==> src/rtl/aww_types_pkg.sv <==
// Shared types for the pipeline hazard/stall controller: FSM state, the
// grouped control word, scoreboard depth limit and a saturating increment.
package aww_types_pkg;

    localparam int LOAD_LAT_MAX = 3;

    typedef enum logic [1:0] {
        RUN      = 2'd0,
        MEM_WAIT = 2'd1,
        DRAIN    = 2'd2,
        HALTED   = 2'd3
    } hazard_state_t;

    typedef struct packed {
        logic pc_wen;
        logic ifid_en;
        logic ifid_flush;
        logic idex_en;
        logic idex_flush;
        logic exmem_en;
        logic memwb_en;
        logic halted;
    } pipe_ctrl_t;

    function automatic logic [31:0] sat_inc32(input logic [31:0] v);
        return (v == 32'hFFFF_FFFF) ? v : v + 32'd1;
    endfunction

endpackage

==> src/rtl/pipe_hazard_ctrl_load_scoreboard.sv <==
// Shift register of in-flight load destinations; flags a read-after-load hazard
// against the ID-stage sources. Register 0 never matches.
module load_scoreboard
    import aww_types_pkg::*;
#(
    parameter int REG_W    = 5,
    parameter int LOAD_LAT = 1
) (
    input  logic             CLK,
    input  logic             nRST,
    input  logic             i_shift_en,
    input  logic             i_ex_load,
    input  logic [REG_W-1:0] i_ex_wsel,
    input  logic [REG_W-1:0] i_id_rs,
    input  logic [REG_W-1:0] i_id_rt,
    input  logic             i_id_uses_rt,
    output logic             o_hz
);

    localparam int DEPTH = (LOAD_LAT > LOAD_LAT_MAX) ? LOAD_LAT_MAX :
                           ((LOAD_LAT < 1) ? 1 : LOAD_LAT);

    logic [DEPTH-1:0] r_vld;
    logic [REG_W-1:0] r_reg [DEPTH];
    logic [DEPTH-1:0] w_match;
    logic             w_ex_vld;
    logic             w_ex_match;

    assign w_ex_vld   = i_ex_load && (i_ex_wsel != '0);
    assign w_ex_match = w_ex_vld && ((i_ex_wsel == i_id_rs) ||
                                     (i_id_uses_rt && (i_ex_wsel == i_id_rt)));

    // Entry 0 captures the EX instruction as it moves into EX/MEM
    always_ff @(posedge CLK) begin
        if (!nRST) begin
            r_vld[0] <= 1'b0;
            r_reg[0] <= '0;
        end else if (i_shift_en) begin
            r_vld[0] <= w_ex_vld;
            r_reg[0] <= i_ex_wsel;
        end
    end

    for (genvar g = 1; g < DEPTH; g++) begin : g_shift
        // Older entries follow entry 0 on the same advance
        always_ff @(posedge CLK) begin
            if (!nRST) begin
                r_vld[g] <= 1'b0;
                r_reg[g] <= '0;
            end else if (i_shift_en) begin
                r_vld[g] <= r_vld[g-1];
                r_reg[g] <= r_reg[g-1];
            end
        end
    end

    for (genvar g = 0; g < DEPTH; g++) begin : g_match
        assign w_match[g] = r_vld[g] && ((r_reg[g] == i_id_rs) ||
                                         (i_id_uses_rt && (r_reg[g] == i_id_rt)));
    end

    assign o_hz = w_ex_match || (|w_match);

endmodule

==> src/rtl/pipe_hazard_ctrl.sv <==
// 5-stage pipeline hazard/stall controller: load-use scoreboard, branch squash,
// memory-wait freeze and halt drain. HAZARD_PERF_EN adds stall/flush counters.
module pipe_hazard_ctrl
    import aww_types_pkg::*;
#(
    parameter int REG_W     = 5,
    parameter int LOAD_LAT  = 1,
    parameter int DRAIN_CYC = 2
) (
    input  logic             CLK,
    input  logic             nRST,
    input  logic             ihit,
    input  logic             dhit,
    input  logic             mem_req,
    input  logic [REG_W-1:0] id_rs,
    input  logic [REG_W-1:0] id_rt,
    input  logic             id_uses_rt,
    input  logic [REG_W-1:0] ex_wsel,
    input  logic             ex_load,
    input  logic             ex_halt,
    input  logic             ex_branch_taken,
    output logic             pc_wen,
    output logic             ifid_en,
    output logic             ifid_flush,
    output logic             idex_en,
    output logic             idex_flush,
    output logic             exmem_en,
    output logic             memwb_en,
    output logic             halted,
    output logic [31:0]      stall_cnt,
    output logic [31:0]      flush_cnt
);

    localparam int CNT_W = (DRAIN_CYC < 2) ? 1 : $clog2(DRAIN_CYC + 1);

    hazard_state_t    r_state, w_state_nxt, w_run_state;
    logic [CNT_W-1:0] r_cnt, w_cnt_nxt, w_run_cnt;
    pipe_ctrl_t       w_ctrl, w_run_ctrl, w_out;
    logic             w_hz, w_mem_busy, w_freeze;

    assign w_mem_busy = mem_req && !dhit;
    assign w_freeze   = (r_state == MEM_WAIT) ? !dhit : w_mem_busy;

    load_scoreboard #(.REG_W(REG_W), .LOAD_LAT(LOAD_LAT)) u_sb (
        .CLK          (CLK),
        .nRST         (nRST),
        .i_shift_en   (w_out.exmem_en),
        .i_ex_load    (ex_load),
        .i_ex_wsel    (ex_wsel),
        .i_id_rs      (id_rs),
        .i_id_rt      (id_rt),
        .i_id_uses_rt (id_uses_rt),
        .o_hz         (w_hz)
    );

    // Normal-flow rules once memory is not holding the pipe; branch beats hazard
    always_comb begin
        w_run_ctrl  = '0;
        w_run_state = RUN;
        w_run_cnt   = r_cnt;
        if (ex_halt) begin
            w_run_ctrl.ifid_flush = 1'b1;
            w_run_ctrl.idex_flush = 1'b1;
            w_run_ctrl.exmem_en   = 1'b1;
            w_run_ctrl.memwb_en   = 1'b1;
            w_run_state           = DRAIN;
            w_run_cnt             = CNT_W'(DRAIN_CYC);
        end else if (ex_branch_taken) begin
            w_run_ctrl          = '1;
            w_run_ctrl.halted   = 1'b0;
        end else if (w_hz || !ihit) begin
            w_run_ctrl.idex_en    = 1'b1;
            w_run_ctrl.idex_flush = 1'b1;
            w_run_ctrl.exmem_en   = 1'b1;
            w_run_ctrl.memwb_en   = 1'b1;
        end else begin
            w_run_ctrl.pc_wen   = 1'b1;
            w_run_ctrl.ifid_en  = 1'b1;
            w_run_ctrl.idex_en  = 1'b1;
            w_run_ctrl.exmem_en = 1'b1;
            w_run_ctrl.memwb_en = 1'b1;
        end
    end

    // FSM next state and control word
    always_comb begin
        w_ctrl      = '0;
        w_state_nxt = r_state;
        w_cnt_nxt   = r_cnt;
        case (r_state)
            RUN, MEM_WAIT: begin
                if (w_freeze) begin
                    w_state_nxt = MEM_WAIT;
                end else begin
                    w_ctrl      = w_run_ctrl;
                    w_state_nxt = w_run_state;
                    w_cnt_nxt   = w_run_cnt;
                end
            end
            DRAIN: begin
                w_ctrl.exmem_en = !w_mem_busy;
                w_ctrl.memwb_en = !w_mem_busy;
                if (r_cnt == '0) begin
                    w_state_nxt = HALTED;
                end else if (!w_mem_busy) begin
                    w_cnt_nxt   = r_cnt - CNT_W'(1);
                    w_state_nxt = (r_cnt == CNT_W'(1)) ? HALTED : DRAIN;
                end else begin
                    w_state_nxt = DRAIN;
                end
            end
            HALTED: begin
                w_ctrl.halted = 1'b1;
            end
            default: begin
                w_state_nxt = RUN;
            end
        endcase
    end

    // State and drain counter
    always_ff @(posedge CLK) begin
        if (!nRST) begin
            r_state <= RUN;
            r_cnt   <= '0;
        end else begin
            r_state <= w_state_nxt;
            r_cnt   <= w_cnt_nxt;
        end
    end

    assign w_out      = nRST ? w_ctrl : '0;
    assign pc_wen     = w_out.pc_wen;
    assign ifid_en    = w_out.ifid_en;
    assign ifid_flush = w_out.ifid_flush;
    assign idex_en    = w_out.idex_en;
    assign idex_flush = w_out.idex_flush;
    assign exmem_en   = w_out.exmem_en;
    assign memwb_en   = w_out.memwb_en;
    assign halted     = w_out.halted;

`ifdef HAZARD_PERF_EN
    logic [31:0] r_stall_cnt, r_flush_cnt;
    logic        w_in_run, w_stall_ev, w_flush_ev;

    assign w_in_run   = (r_state == RUN) || (r_state == MEM_WAIT);
    assign w_stall_ev = w_in_run && (w_freeze || (w_hz && !ex_halt && !ex_branch_taken));
    assign w_flush_ev = w_in_run && !w_freeze && (ex_halt || ex_branch_taken);

    // Saturating performance counters
    always_ff @(posedge CLK) begin
        if (!nRST) begin
            r_stall_cnt <= 32'd0;
            r_flush_cnt <= 32'd0;
        end else begin
            if (w_stall_ev) r_stall_cnt <= sat_inc32(r_stall_cnt);
            if (w_flush_ev) r_flush_cnt <= sat_inc32(r_flush_cnt);
        end
    end

    assign stall_cnt = r_stall_cnt;
    assign flush_cnt = r_flush_cnt;
`else
    assign stall_cnt = 32'd0;
    assign flush_cnt = 32'd0;
`endif

endmodule

==> config.mk <==
export PLATFORM = sky130hd
export DESIGN_NAME = pipe_hazard_ctrl
export DESIGN_NICKNAME = d
export VERILOG_FILES = /design/src/rtl/aww_types_pkg.sv /design/src/rtl/pipe_hazard_ctrl_load_scoreboard.sv /design/src/rtl/pipe_hazard_ctrl.sv
export SDC_FILE = /design/constraint.sdc
export NUM_CORES = 1
export LEC_CHECK = 0
export CAP_MARGIN = 20
export CORE_MARGIN = 1
export CORE_UTILIZATION = 37
export DETAILED_ROUTE_END_ITERATION = 8
export PLACE_DENSITY_LB_ADDON = 0.25
export SLEW_MARGIN = 10
export SYNTH_ARGS = -nofsm -noshare
export SYNTH_HDL_FRONTEND = slang
export SYNTH_HIERARCHICAL = 1
export SYNTH_SLANG_ARGS = --single-unit
export TNS_END_PERCENT = 30
==> constraint.sdc <==
create_clock -name CLK -period 3.55 [get_ports CLK]
set_input_delay 0.5325 -clock CLK [delete_from_list [all_inputs] [get_ports CLK]]
set_output_delay 0.5325 -clock CLK [all_outputs]
set_load 0.005 [all_outputs]
# Word-level counts from Yosys, hierarchy flattened
# Memories as Yosys holds them, arrays and structs flattened.
# Cells that the tools add are included.
# word_totals
reg_bits,5
n_memories,1
elab_cells,69
output_inout_bits,72
ramBits,5
# classes
n_addsub,1
reduce_logical,20
n_mux,32
eq_ne,12
# mem_list
memory,words,width,rd,rd_clocked_by_memory_dff,wr,line,source
u_sb.r_reg,1,5,1,0,1,pipe_hazard_ctrl_load_scoreboard.sv:24,logic [REG_W-1:0] r_reg [DEPTH];
# op_table
operator,count
$eq A5 B5 Y1,4
$mux W2,10
$mux W8,2
$mux W1,12
$pmux W2 S2,3
$mux W5,2
$ne A2 B2 Y1 const B,4
$logic_and A1 B1 Y1,6
$mux W3,2
$reduce_and A5 Y1,1
$reduce_bool A5 Y1,1
$reduce_or A5 Y1,1
$eq A2 B1 Y1 const B,2
$eq A2 B2 Y1 const B,2
$logic_not A2 Y1,2
$logic_or A1 B1 Y1,4
$logic_not A1 Y1,3
$pmux W1 S2,1
$reduce_bool A2 Y1,1
$reduce_or A2 Y1,1
$sub A2 B1 Y2 const B,1

# Logic depth before layout (Yosys ltp)
# An unclocked memory read counts as a cell.
# logic_depth
word_depth,18
depth_mapped,8

# Hierarchy
# Netlist, hierarchy kept.
# modules_own_cells
mod,instances,cells_per_inst,area_per_inst_um2,seq_area_each_um2
pipe_hazard_ctrl,1,108,795.8,80.1
load_scoreboard,1,47,478.0,170.2

# Worst setup path after synthesis
# No wires, ideal clock.
# synth_path
path_type,in2out
startpoint,input ex_wsel[1]
endpoint,output pc_wen
path_buffers,1
arrival_ps,1843
slack_ps,1174
stages,7
required_ps,3017
path_cell_list,or4_1 -> o21ai_2 -> o22ai_1 -> nor2b_1 -> nor2_1 -> nor3_1 -> buf_4
# synth_via
elab_chain_cells,12
elab_cells_between_ends,15
classes_between,eq/ne: 2; mux: 6; reduce/logical: 7
# synth_lines
item,line,source
from (decl),pipe_hazard_ctrl.sv:18,"input logic [REG_W-1:0] ex_wsel,"
$eq A5 B5 Y1,pipe_hazard_ctrl_load_scoreboard.sv:31,(i_id_uses_rt && (i_ex_wsel == i_id_rt)));
$logic_and A1 B1 Y1,pipe_hazard_ctrl_load_scoreboard.sv:31,
$logic_or A1 B1 Y1,pipe_hazard_ctrl_load_scoreboard.sv:30,assign w_ex_match = w_ex_vld && ((i_ex_wsel == i_id_rs) ||
$logic_and A1 B1 Y1 (*),pipe_hazard_ctrl_load_scoreboard.sv:30,
$logic_or A1 B1 Y1 (*),pipe_hazard_ctrl_load_scoreboard.sv:62,assign o_hz = w_ex_match || (|w_match);
via w_hz,pipe_hazard_ctrl.sv:39,"logic w_hz, w_mem_busy, w_freeze;"
$logic_or A1 B1 Y1 (*),pipe_hazard_ctrl.sv:71,end else if (w_hz || !ihit) begin
$mux W2 (*),pipe_hazard_ctrl.sv:71,
$mux W2 (*),pipe_hazard_ctrl.sv:68,end else if (ex_branch_taken) begin
$mux W2 (*),pipe_hazard_ctrl.sv:61,if (ex_halt) begin
$mux W8 (*),pipe_hazard_ctrl.sv:92,if (w_freeze) begin
$mux W5 (*),pipe_hazard_ctrl.sv:90,case (r_state)
$mux W8 (*),pipe_hazard_ctrl.sv:132,assign w_out = nRST ? w_ctrl : '0;
to (decl),pipe_hazard_ctrl.sv:22,"output logic pc_wen,"
# The timed path passes the listed nets; every way through them passes the cells marked *.

# Worst setup path in the final report
# layout_path
startpoint,input ex_wsel[0]
endpoint,output idex_flush
# layout_via
elab_chain_cells,12
elab_cells_between_ends,15
classes_between,eq/ne: 2; mux: 6; reduce/logical: 7
# layout_lines
item,line,source
$eq A5 B5 Y1,pipe_hazard_ctrl_load_scoreboard.sv:31,
$logic_and A1 B1 Y1,pipe_hazard_ctrl_load_scoreboard.sv:31,
$logic_or A1 B1 Y1,pipe_hazard_ctrl_load_scoreboard.sv:30,
$logic_and A1 B1 Y1 (*),pipe_hazard_ctrl_load_scoreboard.sv:30,
$logic_or A1 B1 Y1 (*),pipe_hazard_ctrl_load_scoreboard.sv:62,
via w_hz,pipe_hazard_ctrl.sv:39,
$logic_or A1 B1 Y1 (*),pipe_hazard_ctrl.sv:71,
$mux W1 (*),pipe_hazard_ctrl.sv:71,
$mux W3 (*),pipe_hazard_ctrl.sv:68,
$mux W3 (*),pipe_hazard_ctrl.sv:61,
$mux W8 (*),pipe_hazard_ctrl.sv:92,
$mux W5 (*),pipe_hazard_ctrl.sv:90,
$mux W8 (*),pipe_hazard_ctrl.sv:132,
to (decl),pipe_hazard_ctrl.sv:26,"output logic idex_flush,"
# Marked as above.

==> impl_metrics.env <==
export IMPL_status="finished clean"
export IMPL_grt_pass1_wl_mm=3.277
export IMPL_final_util=0.4484
export IMPL_critical_path_top_delay_family="buffers and inverters"
export IMPL_port_buffers=31
export IMPL_h_tree_depth=1
export IMPL_largest_reg_flops=5
export IMPL_avgSynthCellArea_um2=8.218
export IMPL_synth_edff_count=5
export IMPL_antenna_found_initial=0
export IMPL_viasPerCell=3.978
export IMPL_cts_repair_resized=0
export IMPL_fmax_ghz=0.2953
export IMPL_clkTransAtPathRegs_ps=70
export IMPL_antenna_cells=0
export IMPL_core_area_um2=3153
export IMPL_cp_cell_sequence="clkdlybuf4s50_1 -> xor2_1 -> nor4_1 -> a32oi_1 -> o22ai_1 -> nor2b_1 -> a21oi_1 -> clkdlybuf4s50_1"
export IMPL_yosysWarnings=6
export IMPL_p_per_area_nw_per_um2=247.5
export IMPL_netlist_area_um2=1274
export IMPL_syn_inst=155
export IMPL_ys_types=35
export IMPL_avgRoutedWirePerCell_um=10.33
export IMPL_yosysSeqAreaShare=0.1965
export IMPL_max_stage_delay_ps=530
export IMPL_crit_arrival_ps=2850
export IMPL_place_gp_congestion=0.9126
export IMPL_clk_path_buf_depth=2
export IMPL_grt_setup_unrepaired="false"
export IMPL_holdWs_ps=520.9
export IMPL_ant_nets=0
export IMPL_rows=20
export IMPL_setup_violations_final=0
export IMPL_synthToLayoutAreaGrowth_pct=11.00
export IMPL_async_reset_ff_frac=0
export IMPL_die_y_um=60.67
export IMPL_cpMostUsedCell="clkdlybuf4s50_1"
export IMPL_setup_tns_ps=0
export IMPL_grt_remaining_overflow=0
export IMPL_post_cts_buffers=0
export IMPL_drv_slew=0
export IMPL_synth_most_common_cell="buf_4"
export IMPL_grtUsageTotal=0.1232
export IMPL_hold_violations=0
export IMPL_route_detailed_drc=0
export IMPL_critPathKind="input port to output pin"
export IMPL_die_area_um2=3681
export IMPL_crit_fanout=4
export IMPL_skew_ps=3.856
export IMPL_leakage_nw=0.6415
export IMPL_slew_headroom=0.6647
export IMPL_cp_buffers_inverters=2
export IMPL_cts_hold_buf=0
export IMPL_yosys_top_cells_count="66 x buf_4, 11 x xnor2_1, 9 x xor2_1"
export IMPL_drv_cap=0
export IMPL_cts_tree="done"
export IMPL_slowest_stage="clkdlybuf4s50_1"
export IMPL_yosys_area_top_type="buf_4"
export IMPL_cts_buffers=3
export IMPL_start_util=0.4040
export IMPL_min_path_type="flop to flop"
export IMPL_grt_pass1_vias=773
export IMPL_critPathRequiredTime_ps=3020
export IMPL_grt_max_degree=11
export IMPL_drt_first_pass_iters=4
export IMPL_wirelength_mm=2.396
export IMPL_fin_crit_sh=0.9539
export IMPL_vias=923
export IMPL_clkLatencyLatePin_ps=270
export IMPL_worst_pin_slew_ps=497.7
export IMPL_power_mw=0.3499
export IMPL_yosys_most_used_dff="edfxtp_1"
export IMPL_ys_seq_elements=10
export IMPL_ios=96
export IMPL_yosys_top_cells_area="buf_4 39%, edfxtp_1 12%, dfxtp_1 7.9%, xnor2_1 7.6%, xor2_1 6.2%"
export IMPL_peakVddDrop_uv=232.8
export IMPL_setup_worst_path_end_class="output pin"
export IMPL_cp_start_kind="input port"
export IMPL_drtIter0Drc=30
export IMPL_layout_drive_gt1_share=0.05319
export IMPL_dp_final_hpwl_mm=1.993
export IMPL_die_w_um=60.67
export IMPL_cts_root_buffer="clkbuf_4"
export IMPL_yosysTopAreaCellShare=0.3890
export IMPL_cts_num_sinks=10
export IMPL_min_period_ps=3386
export IMPL_fin_nets=215
==> placed cells by master, fill, tap and decap left out <==
master and count:
conb_1 64, clkdlybuf4s50_1 31, xnor2_1 11, xor2_1 9, nor2_1 8, inv_1 6
dfxtp_1 5, edfxtp_1 5, nor3_1 4, and3_1 4, nand2_1 3, nor2b_1 3
a21oi_1 3, nand3_1 3, clkbuf_4 3, and3_2 2, nand2b_1 2, ha_1 2
o21a_1 1, nor2b_2 1, o21ai_1 1, or3_4 1, o21ai_0 1, a211oi_1 1
nor3b_1 1, a211o_1 1, a21oi_2 1, clkinv_1 1, buf_4 1, or4_1 1
o21ai_2 1, nor4_1 1, a32oi_1 1, nand4_1 1, o22a_1 1, o22ai_1 1
mux2i_1 1, and2_1 1
==> through the flow <==
step	std cells	setup slack, ps	area (um2)
3_3_place_gp	228	254.6	1388
4_1_cts	232	204.4	1414
2_1_floorplan	218	1174	1510
3_5_place_dp	228	208.2	1388
6_report	232	163.7	1414
5_1_grt	232	44.59	1414
==> final timing paths <==
path / from / end / slack [ps] / cells past startpoint
min: r_cnt[0] / r_cnt[0] / 520 / 2
max: ex_wsel[0] / idex_flush / 160 / 8
max reg2reg: r_cnt[0] / r_cnt[1] / 1970 / 5
min reg2reg: r_cnt[0] / r_cnt[0] / 520 / 2
==> report_power, final <==
part           switching (mW)  internal (mW)  total, mW  leakage, nW
clock network          0.0416         0.0408     0.0823       0.0154
registers             0.00681          0.131      0.138       0.0954
logic                  0.0655         0.0638      0.129        0.531
total                   0.114          0.236      0.350        0.642
==> cell families after synthesis <==
| logic type | after synthesis | synth area share |
|---|---|---|
| fa+ha+maj | 2 | 0.01964 |
| mux | 1 | 0.007859 |
| xor+xnor | 20 | 0.1375 |
| other cells | 1 | 0.002944 |
| flops | 10 | 0.1965 |
| compound gates | 13 | 0.07073 |
| buf+inv | 72 | 0.4067 |
| simple gates | 36 | 0.1582 |
==> metal layers <==
metal  track usage  routed length [um]
met2        0.2151                1192
met1        0.1348                 888
met5             0                   0
met4       0.04221                  53
met3       0.05117                 261
==> worst min-delay path, cell delays in order, from the launching register on <==
cell	delay (ps)
dfxtp_1	340
nand3_1	90
a21oi_2	50
==> layout make-up <==
type | instances | area [um2]
clock inverter | 1 | 3.754
sequential | 10 | 250.2
tap | 44 | 55.05
fill | 353 | 1739
timing repair buffer | 32 | 317.8
inverter | 6 | 22.52
multi-input combinational | 136 | 742.0
clock buffer | 3 | 22.52
Power figures use the tool's default switching activity.
